<file path="src/rtl/mem_req_scheduler.sv">
// Orders PCIe memory requests onto AXI write/read controllers so reads never pass posted writes.
// Dispatch valid rises one clock after accept; upstream ready stays low until the request retires or times out.
module mem_req_scheduler #(
  parameter int TCQ                = 1,
  parameter int MAX_WR_OUTSTANDING = 4,
  parameter int TIMEOUT_CYCLES     = 1024
) (
  input  logic        m_axi_aclk,
  input  logic        m_axi_aresetn,

  input  logic        mem_req_valid,
  output logic        mem_req_ready,
  input  logic [2:0]  mem_req_bar_hit,
  input  logic [31:0] mem_req_pcie_address,
  input  logic [7:0]  mem_req_byte_enable,
  input  logic        mem_req_write_readn,
  input  logic        mem_req_phys_func,
  input  logic [63:0] mem_req_write_data,

  output logic        wr_req_valid,
  input  logic        wr_req_ready,
  output logic        rd_req_valid,
  input  logic        rd_req_ready,

  output logic [2:0]  req_bar_hit,
  output logic [31:0] req_pcie_address,
  output logic [7:0]  req_byte_enable,
  output logic        req_phys_func,
  output logic [63:0] req_write_data,

  input  logic        wr_done,
  input  logic        rd_done,
  output logic [3:0]  wr_outstanding,
  output logic        wr_timeout,
  output logic        rd_timeout
);

  localparam int              TW       = $clog2(TIMEOUT_CYCLES);
  localparam logic [TW-1:0]   TMO_LAST = TW'(TIMEOUT_CYCLES - 1);
  localparam logic [3:0]      WR_CAP   = 4'(MAX_WR_OUTSTANDING);

  typedef enum logic [2:0] {
    IDLE        = 3'd0,
    DISPATCH_WR = 3'd1,
    WAIT_DRAIN  = 3'd2,
    DISPATCH_RD = 3'd3,
    WAIT_RD     = 3'd4
  } state_t;

  typedef struct packed {
    logic [2:0]  bar_hit;
    logic [31:0] pcie_address;
    logic [7:0]  byte_enable;
    logic        phys_func;
    logic [63:0] write_data;
  } req_payload_t;

  state_t       state_q, state_d;
  logic [TW-1:0] tmo_cnt_q, tmo_cnt_d;
  logic [3:0]   wr_cnt_q, wr_cnt_d;
  logic         ready_q, ready_d;
  logic         wr_timeout_q, rd_timeout_q;
  logic         wr_tmo_fire, rd_tmo_fire;
  req_payload_t req_q;

  logic req_accept, wr_hs, rd_hs, wr_dec, tmo_last;

  // Registered updates are zero-delay; TCQ is accepted only for parameter compatibility.
  logic unused_tcq;
  assign unused_tcq = (TCQ != 0);

  assign req_accept   = mem_req_valid & ready_q;
  assign wr_req_valid = (state_q == DISPATCH_WR) && (wr_cnt_q < WR_CAP);
  assign rd_req_valid = (state_q == DISPATCH_RD);
  assign wr_hs        = wr_req_valid & wr_req_ready;
  assign rd_hs        = rd_req_valid & rd_req_ready;
  assign wr_dec       = wr_done && (wr_cnt_q != 4'd0);
  assign tmo_last     = (tmo_cnt_q == TMO_LAST);

  always_comb begin
    state_d     = state_q;
    wr_tmo_fire = 1'b0;
    rd_tmo_fire = 1'b0;
    case (state_q)
      IDLE: begin
        if (req_accept) begin
          if (mem_req_write_readn)    state_d = DISPATCH_WR;
          else if (wr_cnt_q == 4'd0)  state_d = DISPATCH_RD;
          else                        state_d = WAIT_DRAIN;
        end
      end
      DISPATCH_WR: begin
        if (wr_hs) state_d = IDLE;
      end
      WAIT_DRAIN: begin
        // A write response in the final cycle counts as progress and restarts the wait.
        if (wr_cnt_q == 4'd0) begin
          state_d = DISPATCH_RD;
        end else if (!wr_done && tmo_last) begin
          wr_tmo_fire = 1'b1;
          state_d     = DISPATCH_RD;
        end
      end
      DISPATCH_RD: begin
        if (rd_hs) state_d = WAIT_RD;
      end
      WAIT_RD: begin
        if (rd_done) begin
          state_d = IDLE;
        end else if (tmo_last) begin
          rd_tmo_fire = 1'b1;
          state_d     = IDLE;
        end
      end
      default: state_d = IDLE;
    endcase
  end

  always_comb begin
    tmo_cnt_d = '0;
    if ((state_d == WAIT_DRAIN || state_d == WAIT_RD) && (state_d == state_q)) begin
      if (!(state_q == WAIT_DRAIN && wr_done)) tmo_cnt_d = tmo_cnt_q + TW'(1);
    end
  end

  always_comb begin
    wr_cnt_d = wr_cnt_q;
    if (wr_tmo_fire)           wr_cnt_d = 4'd0;
    else if (wr_hs && !wr_dec) wr_cnt_d = wr_cnt_q + 4'd1;
    else if (!wr_hs && wr_dec) wr_cnt_d = wr_cnt_q - 4'd1;
  end

  // Ready only after a full cycle in IDLE, which also spaces accepts at least two clocks apart.
  assign ready_d = (state_q == IDLE) && (state_d == IDLE);

  always_ff @(posedge m_axi_aclk or negedge m_axi_aresetn) begin
    if (!m_axi_aresetn) begin
      state_q      <= IDLE;
      tmo_cnt_q    <= '0;
      wr_cnt_q     <= 4'd0;
      ready_q      <= 1'b0;
      wr_timeout_q <= 1'b0;
      rd_timeout_q <= 1'b0;
    end else begin
      state_q      <= state_d;
      tmo_cnt_q    <= tmo_cnt_d;
      wr_cnt_q     <= wr_cnt_d;
      ready_q      <= ready_d;
      wr_timeout_q <= wr_tmo_fire;
      rd_timeout_q <= rd_tmo_fire;
    end
  end

  always_ff @(posedge m_axi_aclk) begin
    if (req_accept) begin
      req_q <= {mem_req_bar_hit, mem_req_pcie_address, mem_req_byte_enable,
                mem_req_phys_func, mem_req_write_data};
    end
  end

  assign mem_req_ready    = ready_q;
  assign wr_outstanding   = wr_cnt_q;
  assign wr_timeout       = wr_timeout_q;
  assign rd_timeout       = rd_timeout_q;
  assign req_bar_hit      = req_q.bar_hit;
  assign req_pcie_address = req_q.pcie_address;
  assign req_byte_enable  = req_q.byte_enable;
  assign req_phys_func    = req_q.phys_func;
  assign req_write_data   = req_q.write_data;

endmodule
</file>
<file path="config.mk">
export PLATFORM = sky130hd
export DESIGN_NAME = mem_req_scheduler
export DESIGN_NICKNAME = d
export VERILOG_FILES = /design/src/rtl/mem_req_scheduler.sv
export SDC_FILE = /design/constraint.sdc
export NUM_CORES = 1
export LEC_CHECK = 0
export ABC_AREA = 1
export CORE_ASPECT_RATIO = 2
export CORE_MARGIN = 10
export CORE_UTILIZATION = 45
export CTS_BUF_LIST = sky130_fd_sc_hd__clkbuf_16
export DETAILED_ROUTE_END_ITERATION = 8
export DONT_BUFFER_PORTS = 1
export GPL_ROUTABILITY_DRIVEN = 1
export PLACE_DENSITY_LB_ADDON = 0.08
export SLEW_MARGIN = 10
export SYNTH_ARGS = -nofsm -noshare
export SYNTH_HDL_FRONTEND = slang
export SYNTH_SLANG_ARGS = --single-unit
</file>
<file path="constraint.sdc">
create_clock -name m_axi_aclk -period 3.45 [get_ports m_axi_aclk]
set_clock_uncertainty 0.05 [all_clocks]
set_input_delay 0.69 -clock m_axi_aclk [delete_from_list [all_inputs] [get_ports m_axi_aclk]]
set_output_delay 0.69 -clock m_axi_aclk [all_outputs]
set_load 0.1 [all_outputs]
</file>
==> impl_results.md <==
* Outcome: finished, final reports clean
* Tmin final at 2320 ps
* Setup crit end kind: flip-flop
* Worst Path Max Fanout at 5
* Syn Inst Count at 259
* Clock Path Buffers at 2
* Yosys top cell by area: edfxtp_1
* Synth top area share at 72.40%
* CTS tree: built
* First-pass GRT wire length at 14,850 um
* Worst-Skew Late Latency at 390 ps
* Max cap viols at 0
* CTS Buf Count at 17
* # port buffers at 0
* Worst hold-check slack at 307.7 ps
* FF+latch count, synth at 128
* Max_slew headroom at 33.65%
* Vias in the first global route at 2,266
* CP delay by family, top: simple AND/OR/NAND/NOR gates
* Netlist Area Pre-Place at 4479 um2
* RSZ-0062 raised after global routing: false
* Startpoint Class: flip-flop
* Area growth from synthesis to layout at 19.53%
* Worst r2r dst: wr_outstanding[3]$_DFFE_PN0P_
* Leak Pwr at 1.955 nW
* R2r startpoint: state_q[2]$_DFF_PN0_
* Critical path required time at 3680 ps
* Syn avg cell area at 17.29 um2
* Worst reg2reg path depth at 11
* Root buffer cell: clkbuf_16
* Slew Limit Fails at 0
* Drc violations at 0
* Syn Nets at 379
* Power Dens Cells at 1115 nW/um2
* Setup TNS at 0 ps
* Worst path cell trace: inv_2 > nand3_1 > nor2_2 > buf_4 > nand3_2 > ha_1 > nand2_1 > nor2_1 > a211oi_1 > xnor2_1 > o21ai_1
* Worst Hold Path Cells at 1
* Site row count at 51
* Logic pwr share at 14.5%
* Final setup viols at 0
* Critical path's largest stage delay at 450 ps
* Data arrival, critical path at 2550 ps
* Number of iterations in the first detailed-routing pass at 4
* Hpwl dp at 8223 um
* Hold Crit Start: rd_done
* Clock power share at 30.8%
* Unique cell type count in the Yosys netlist at 30
* GPL Wtd Cong at 0.7341
* Final Hold Fails at 0
* GR Util All Layers at 13.96%
* Die H at 161.1 um
* PnR Total Power at 5.969 mW
* WHS Endpoint: rd_timeout$_DFF_PN0_
* P_int at 3.389 mW
* Area contributors post-synth: edfxtp_1 (72%), dfrtp_1 (11%), nand2_1 (2.5%), inv_1 (1.9%), nand3_1 (1.9%)
* Clock sink count at 128
* Area post-placement at 4728 um2
* Initial Util at 45.88%
* Reg2Reg Setup Slack at 1130 ps
* Largest net degree at the start of global routing at 66
* Final Cycle Share at 67.24%
* CP bufs+invs at 2
* Clock transition at path regs at 60 ps
* H-tree depth at 4
* Share of cells above drive strength 1 at 22.67%
* Fmax at 0.4311 GHz
* Slowest-stage cell, CP: dfrtp_1
* N_diodes at 0
* Antenna viol nets, final at 0
* 1st-iter DRT viols at 70
* Vias at 2,128
* Initial antenna violation count at 0
* Worst min path class: input port to flip-flop
* Die ar. at 14,590 um2
* Via/cell ratio at 4.926
* Peak supply drop at 670.6 uV
* Flop pwr share at 54.7%
* Die span in x at 90.55 um
* Nets at 408
* Type of the worst setup path: flip-flop to flip-flop
* # IOs at 233
* Post-Route WL at 10,390 um
* Total core area at 9763 um2
* Total gr overflow at 0
* Count of warnings emitted by yosys at 0
* Post-CTS resize count at 0
* Share of the yosys chip area belonging to registers at 83.58%
* P_sw at 2.580 mW
* Avg WL per Cell at 24.05 um
* Finished Cell Area at 5354 um2
* Switching share of power at 43.23%
* Least-Margin Pin Slew at 992.0 ps
==> worst max path at each step <==
stage / cells past startpoint / slack (ps) / startpoint / to
global placement: 11 / 1160 / state_q[2]$_DFF_PN0_ / wr_outstanding[3]$_DFFE_PN0P_
finish: 11 / 1130 / state_q[2]$_DFF_PN0_ / wr_outstanding[3]$_DFFE_PN0P_
global route: 11 / 950 / state_q[2]$_DFF_PN0_ / wr_outstanding[3]$_DFFE_PN0P_
detailed placement: 11 / 1130 / state_q[2]$_DFF_PN0_ / wr_outstanding[3]$_DFFE_PN0P_
CTS: 11 / 1110 / state_q[2]$_DFF_PN0_ / wr_outstanding[3]$_DFFE_PN0P_
floorplan: 10 / 210 / wr_outstanding[2]$_DFFE_PN0P_ / wr_outstanding[3]$_DFFE_PN0P_
==> Yosys cell counts, drive strengths merged <==
| cell type | n |
|---|---|
| nor3 | 3 |
| xnor2 | 1 |
| nand2 | 34 |
| ha | 3 |
| o211ai | 2 |
| dfrtp | 20 |
| or2 | 1 |
| fa | 1 |
| nand4 | 2 |
| edfxtp | 108 |
| clkinv | 1 |
| inv | 26 |
| o21ai | 9 |
| and2 | 1 |
| xor2 | 1 |
| a21boi | 1 |
| a211oi | 1 |
| o21bai | 2 |
| nand3 | 20 |
| nor2 | 22 |
==> worst reg2reg max path, cell delays in order, from the launching register on <==
cell	delay [ps]
dfrtp_1	450
inv_2	100
nand3_1	110
nor2_2	90
buf_4	310
nand3_2	190
ha_1	360
nand2_1	80
nor2_1	40
a211oi_1	220
xnor2_1	150
o21ai_1	70
==> repair_timing <==
item                      CTS  global route
setup buffers               0             0
hold endpoints to repair   20             0
hold buffers                1             0
==> per-stage QoR <==
stage | utilization, % | setup slack, ps | std cells
after detailed placement | 48.43 | 1127 | 400
after global placement | 48.43 | 1156 | 400
after global routing | 54.84 | 947.8 | 432
after floorplan | - | 211.4 | 259
final | 54.84 | 1130 | 432
after CTS | 54.84 | 1115 | 432
==> layout make-up <==
type,count,area (um2)
repair buffers,10,90.09
clock buffers,17,425.4
clock inverters,14,190.2
multi-input cells,104,634.4
flip-flops and latches,128,3744
fillers,748,4409
well taps,132,165.2
inverters,27,105.1
==> power by group through the flow <==
stage	clock network, mW	logic, mW	registers [mW]
after global placement	0	0.864	3.30
after detailed placement	0	0.871	3.30
after global routing	1.98	0.946	3.28
after CTS	1.88	0.880	3.27
final	1.84	0.864	3.26
after floorplan	0	0.475	3.48
==> cell usage in the layout (no fill, tap or decap), drive strengths merged <==
master,count
clkinv,6
ha,3
o21ai,9
clkinvlp,4
a21boi,1
fa,1
bufinv,4
clkbuf,17
nor3,3
o21bai,2
or2,1
dlygate4sd3,1
inv,27
xor2,1
xnor2,1
nand4,2
buf,9
nor2,22
nand3,20
a211oi,1
nand2,34
dfrtp,20
and2,1
edfxtp,108
o211ai,2
==> metal layers <==
layer	global-route usage, %	wire length (um)	part of all wire (%)	vias to the layer above
met4	6.259	180	1.7	0
li1	-	-	-	981
met5	0	0	0	-
met2	26.93	6354	61	107
met3	5.664	812	7.8	9
met1	11.88	3043	29	1031
==> registers in the layout, indices dropped and copies added (netlist names) <==
name / count
req_byte_enable: 8
req_bar_hit: 3
mem_req_ready: 1
req_phys_func: 1
req_pcie_address: 32
req_write_data: 64
wr_timeout: 1
rd_timeout: 1
state_q: 3
wr_outstanding: 4
tmo_cnt_q: 10
==> cell families (layout without fill, tap and decap cells) <==
logic type | count (synthesis) | count (layout) | synth area share [%]
compound gates | 15 | 15 | 2.095
xor+xnor | 2 | 2 | 0.3911
fa+ha+maj | 4 | 4 | 1.285
buf+inv | 27 | 68 | 2.262
flops | 128 | 128 | 83.58
simple gates | 83 | 83 | 10.39
Note: power is estimated with default switching activity, not from simulation.
